--- src/rtl/mod_dmem_port.sv ---
// Data-memory responder: turns one 64-bit load or store into 64-byte line transactions
// on the system bus. Stores read the line, merge the word and write the whole line back.
module mod_dmem_port #(
    parameter int               DATA_W     = 64,
    parameter int               LINE_BEATS = 8,
    parameter int               TAG_W      = 13,
    parameter logic [TAG_W-2:0] REQ_ID     = 12'h1
) (
    input  logic              clk,
    input  logic              reset,
    input  logic              ld_req,
    input  logic              st_req,
    input  logic [63:0]       req_addr,
    input  logic [DATA_W-1:0] st_data,
    output logic [DATA_W-1:0] load_buffer,
    output logic              load_done,
    output logic              store_done,
    output logic              busy,
    output logic              bus_reqcyc,
    output logic [DATA_W-1:0] bus_req,
    output logic [TAG_W-1:0]  bus_reqtag,
    input  logic              bus_reqack,
    input  logic              bus_respcyc,
    input  logic [DATA_W-1:0] bus_resp,
    input  logic [TAG_W-1:0]  bus_resptag,
    output logic              bus_respack
);

    localparam int BEAT_W   = $clog2(LINE_BEATS);
    localparam int WORD_LSB = $clog2(DATA_W / 8);
    localparam int LINE_LSB = WORD_LSB + BEAT_W;

    localparam logic [TAG_W-1:0]  RD_TAG    = {1'b0, REQ_ID};
    localparam logic [TAG_W-1:0]  WR_TAG    = {1'b1, REQ_ID};
    localparam logic [BEAT_W-1:0] LAST_BEAT = BEAT_W'(LINE_BEATS - 1);

    typedef enum logic [2:0] {
        IDLE,
        RD_REQ,
        RD_DATA,
        WR_REQ,
        WR_DATA,
        DONE
    } state_t;

    state_t state, next_state;

    logic [BEAT_W-1:0] beat;
    logic              op_store;
    logic [63:WORD_LSB] addr_q;
    logic [DATA_W-1:0] st_data_q;
    logic [DATA_W-1:0] line [LINE_BEATS];

    logic [63:0]       line_base;
    logic [BEAT_W-1:0] word_idx;
    logic              last_beat;
    logic              rd_hit;
    logic              rd_accept;
    logic              wr_accept;
    logic              start;
    logic [DATA_W-1:0] rd_word;

    // Byte-offset bits inside a word carry no information for an aligned access.
    logic unused_addr_lsbs;
    assign unused_addr_lsbs = ^req_addr[WORD_LSB-1:0];

    assign line_base = {addr_q[63:LINE_LSB], {LINE_LSB{1'b0}}};
    assign word_idx  = addr_q[LINE_LSB-1:WORD_LSB];
    assign last_beat = (beat == LAST_BEAT);
    assign rd_hit    = bus_respcyc && (bus_resptag == RD_TAG);
    assign start     = ld_req || st_req;
    assign busy      = (state != IDLE);

    // The requested word may arrive on the very beat that completes the line.
    assign rd_word = (word_idx == beat) ? bus_resp : line[word_idx];

    always_comb begin
        next_state  = state;
        bus_reqcyc  = 1'b0;
        bus_req     = '0;
        bus_reqtag  = '0;
        bus_respack = 1'b0;
        rd_accept   = 1'b0;
        wr_accept   = 1'b0;
        case (state)
            IDLE: begin
                if (start) next_state = RD_REQ;
            end
            RD_REQ: begin
                bus_reqcyc = 1'b1;
                bus_req    = DATA_W'(line_base);
                bus_reqtag = RD_TAG;
                if (bus_reqack) next_state = RD_DATA;
            end
            RD_DATA: begin
                bus_respack = rd_hit;
                rd_accept   = rd_hit;
                if (rd_hit && last_beat) next_state = op_store ? WR_REQ : DONE;
            end
            WR_REQ: begin
                bus_reqcyc = 1'b1;
                bus_req    = DATA_W'(line_base);
                bus_reqtag = WR_TAG;
                if (bus_reqack) next_state = WR_DATA;
            end
            WR_DATA: begin
                bus_reqcyc = 1'b1;
                bus_req    = line[beat];
                bus_reqtag = WR_TAG;
                wr_accept  = bus_reqack;
                if (bus_reqack && last_beat) next_state = DONE;
            end
            DONE: begin
                next_state = IDLE;
            end
            default: begin
                next_state = IDLE;
            end
        endcase
    end

    always_ff @(posedge clk or negedge reset) begin
        if (!reset) begin
            state       <= IDLE;
            beat        <= '0;
            op_store    <= 1'b0;
            load_buffer <= '0;
            load_done   <= 1'b0;
            store_done  <= 1'b0;
        end else begin
            state      <= next_state;
            load_done  <= 1'b0;
            store_done <= 1'b0;
            case (state)
                IDLE: begin
                    beat <= '0;
                    // A simultaneous load wins; the store request stays pending.
                    if (ld_req) op_store <= 1'b0;
                    else if (st_req) op_store <= 1'b1;
                end
                RD_DATA: begin
                    if (rd_accept) begin
                        beat <= last_beat ? '0 : beat + BEAT_W'(1);
                        if (last_beat && !op_store) begin
                            load_buffer <= rd_word;
                            load_done   <= 1'b1;
                        end
                    end
                end
                WR_DATA: begin
                    if (wr_accept) begin
                        beat <= last_beat ? '0 : beat + BEAT_W'(1);
                        if (last_beat) store_done <= 1'b1;
                    end
                end
                default: begin
                    beat <= '0;
                end
            endcase
        end
    end

    // Store word is merged as its beat arrives, so the write-back sees the final line.
    always_ff @(posedge clk) begin
        if (state == IDLE && start) begin
            addr_q    <= req_addr[63:WORD_LSB];
            st_data_q <= st_data;
        end
        if (rd_accept) begin
            line[beat] <= (op_store && beat == word_idx) ? st_data_q : bus_resp;
        end
    end

endmodule

--- config.mk ---
export PLATFORM = sky130hd
export DESIGN_NAME = mod_dmem_port
export DESIGN_NICKNAME = d
export VERILOG_FILES = /design/src/rtl/mod_dmem_port.sv
export SDC_FILE = /design/constraint.sdc
export NUM_CORES = 1
export LEC_CHECK = 0
export BUFFER_PORTS_ARGS = -buffer_cell sky130_fd_sc_hd__buf_2
export CORE_ASPECT_RATIO = 0.6
export CORE_MARGIN = 2
export CORE_UTILIZATION = 35
export DETAILED_ROUTE_END_ITERATION = 6
export SYNTH_ARGS = -nofsm -noshare
export SYNTH_HDL_FRONTEND = slang
export SYNTH_SLANG_ARGS = --single-unit
--- constraint.sdc ---
create_clock -name clk -period 11.43 [get_ports clk]
set_input_delay 2.286 -clock clk [delete_from_list [all_inputs] [get_ports clk]]
set_output_delay 2.286 -clock clk [all_outputs]
set_load 0.05 [all_outputs]
==> qor.yml <==
post-route-period-util_pct: 55.06
netlist.area_leader.share_pct: 61.27
dr_total_vias: 19346
cts_resized: 0
synthCells: 1839
rsz0062_at_grt: "false"
rows: 84
fp.coreArea_um2: 87970
top_level_ports: 357
place_inst: 3229
synth_area_leaders: "edfxtp_1 61%, mux4_2 9.2%, a22oi_1 5.9%"
drt_iter0_markers: 2110
synth_cell_types: 50
drt_wl_total_mm: 91.78
antenna_left: 0
final_nets: 2354
p_leak_nw: 12.46
synthArstFlopShare_pct: 10.28
antenna_found_initial: 1
routed-wl-met2_mm: 43.70
die_h_um: 235.3
worstPathRequired_ns: 9.14
slew_headroom_pct: 22.68
cp-end-kind: "output pin"
worstSkewPairLatency_ns: 0.65
port_buffers: 342
root_buffer: "clkbuf_16"
initial_utilization_pct: 35.49
grt-ovfl-total: 0
die_w_um: 389.6
drive_gt1_share_pct: 34.76
max_cap_viol_count: 0
remaining_drc_errors: 0
clockBufferDepth: 3
ys_seq_area_share_pct: 67.12
path_max_fanout: 12
drv_slew: 0
max_freq_mhz: 158.9
period_needed_ns: 6.293
first_global_vias: 20137
grt_pass1_wl_mm: 135.0
met1Wirelength_mm: 38.83
cts.sinks: 710
hold_path.class: "flop to flop"
cts_setup_buffers: 0
final_hold_viol_count: 0
fin_cells: 3359
yosys_warnings: 0
setup_tns_ns: 0
grt_max_degree: 130
cp-start-kind: "input port"
hold_buffers: 0
ys.flop_type: "edfxtp_1"
synth_top_cell_by_area: "edfxtp_1"
die_area_um2: 91680
ys_seq_elements: 710
wl_met3_mm: 7.187
skew_ns: 0.02793
utilization_pct: 41.23
whs_ns: 0.4750
areaGrowthSynthToFinish_pct: 16.17
synth_edf_count: 637
syn-cell-area_um2: 31220
dpl.hpwl_mm: 50.27
clk_pin_slew_ns: 0.06
criticalPathCategory: "input port to output pin"
syn-mean-instance-area_um2: 16.98
p_per_area_nw_per_um2: 201.0
layout_common_cells: "637 x edfxtp_1, 341 x buf_2, 244 x a22oi_1"
dr.pass1.iters: 5
antenna_cells: 0
grt_usage_pct: 19.77
viasPerCell: 5.759
cts_tree: "yes"
topRoutingLayerUsed: "met4"
setup_violations: 0
layout_commonest_cell: "edfxtp_1"
critPathArrivalTime_ns: 4.01
cts_htree_levels: 3
worst_pin_slew_ns: 1.160
cts_made_buffers: 71
status: "finished, final reports clean"
vdd_ir_drop_max_v: 0.0001360
finalWeightedCongestion: 0.7454
wl_per_cell_um: 27.32
==> stage by stage <==
step	setup WS, ns	cell area (um2)	power (mW)
3_3_place_gp	5.216	33990	4.990
3_5_place_dp	5.171	33990	5.030
6_report	5.137	36270	7.289
4_1_cts	5.123	36270	7.367
5_1_grt	5.046	36270	7.578
2_1_floorplan	3.238	31260	4.572
==> flip-flops by register name (all words and copies together), names as in the netlist <==
| register | cells |
|---|---|
| op_store | 1 |
| line | 512 |
| store_done | 1 |
| state | 3 |
| addr_q | 61 |
| load_buffer | 64 |
| load_done | 1 |
| beat | 3 |
| st_data_q | 64 |
==> synthesized netlist by cell type, drive strengths merged, types with 3 or more instances <==
cell type  instances
edfxtp           637
a22oi            244
mux4             128
buf               97
nand2             76
dfrtp             73
nor2              73
a22o              67
clkbuf            65
nor2b             65
a211oi            64
mux2              64
o31ai             64
nand4             59
and3               9
a221oi             6
a31oi              6
nor3b              6
a21oi              5
nor3               4
inv                3
xnor2              3
==> path summary, 6_finish.rpt <==
check	start	to	slack, ns	cells past startpoint
worst max-delay path	bus_resptag[1]	bus_respack	5.14	6
min in group asynchronous	reset	load_buffer[51]$_DFFE_PN0P_	1.65	1
worst max register to register	beat[1]$_DFFE_PN0P_	line[6][59]$_DFFE_PP_	7.32	4
max in group asynchronous	reset	state[2]$_DFFE_PN0P_	8.54	2
worst min register to register	load_buffer[50]$_DFFE_PN0P_	load_buffer[50]$_DFFE_PN0P_	0.47	2
worst min-delay path	load_buffer[50]$_DFFE_PN0P_	load_buffer[50]$_DFFE_PN0P_	0.47	2
==> per-layer routing <==
| metal | global-route usage, % | vias to the layer above |
|---|---|---|
| met5 | 0 | - |
| met4 | 5.755 | 0 |
| met3 | 3.802 | 173 |
| met2 | 32.15 | 959 |
| met1 | 27.00 | 9997 |
| li1 | - | 8217 |
==> critical path, cell delays in order <==
cell and delay [ns]:
buf_2 0.10, nor4b_1 0.30, and4_1 0.61, nand2_1 0.31
inv_1 0.13, buf_2 0.27
==> where the power goes <==
group / switching [mW] / internal [mW] / leakage (nW)
logic: 1.22 / 0.603 / 4.55
clock network: 1.02 / 1.32 / 1.12
registers: 0.0488 / 3.08 / 6.79
==> logic make-up (layout without fill, tap and decap cells) <==
kind of cell / Yosys count / after routing / synth area share (%)
flip-flops: 710 / 710 / 67.12
AND/OR/NAND/NOR: 305 / 305 / 5.062
adder cells (fa/ha/maj): 2 / 2 / 0.08014
XOR/XNOR: 3 / 3 / 0.1323
AO/OA/AOI/OAI: 461 / 461 / 13.23
multiplexers: 192 / 192 / 11.54
other: 1 / 11 / 0.01201
buffers and inverters: 165 / 514 / 2.825
==> area by class of cell <==
class | instances | area (um2)
clock buffer | 105 | 2048
clock inverter | 25 | 229.0
fill | 7835 | 51700
inverter | 3 | 11.26
multi-input combinational | 974 | 9539
sequential | 710 | 20960
tap | 1161 | 1453
timing repair buffer | 381 | 2032
Power figures use the tool's default switching activity.
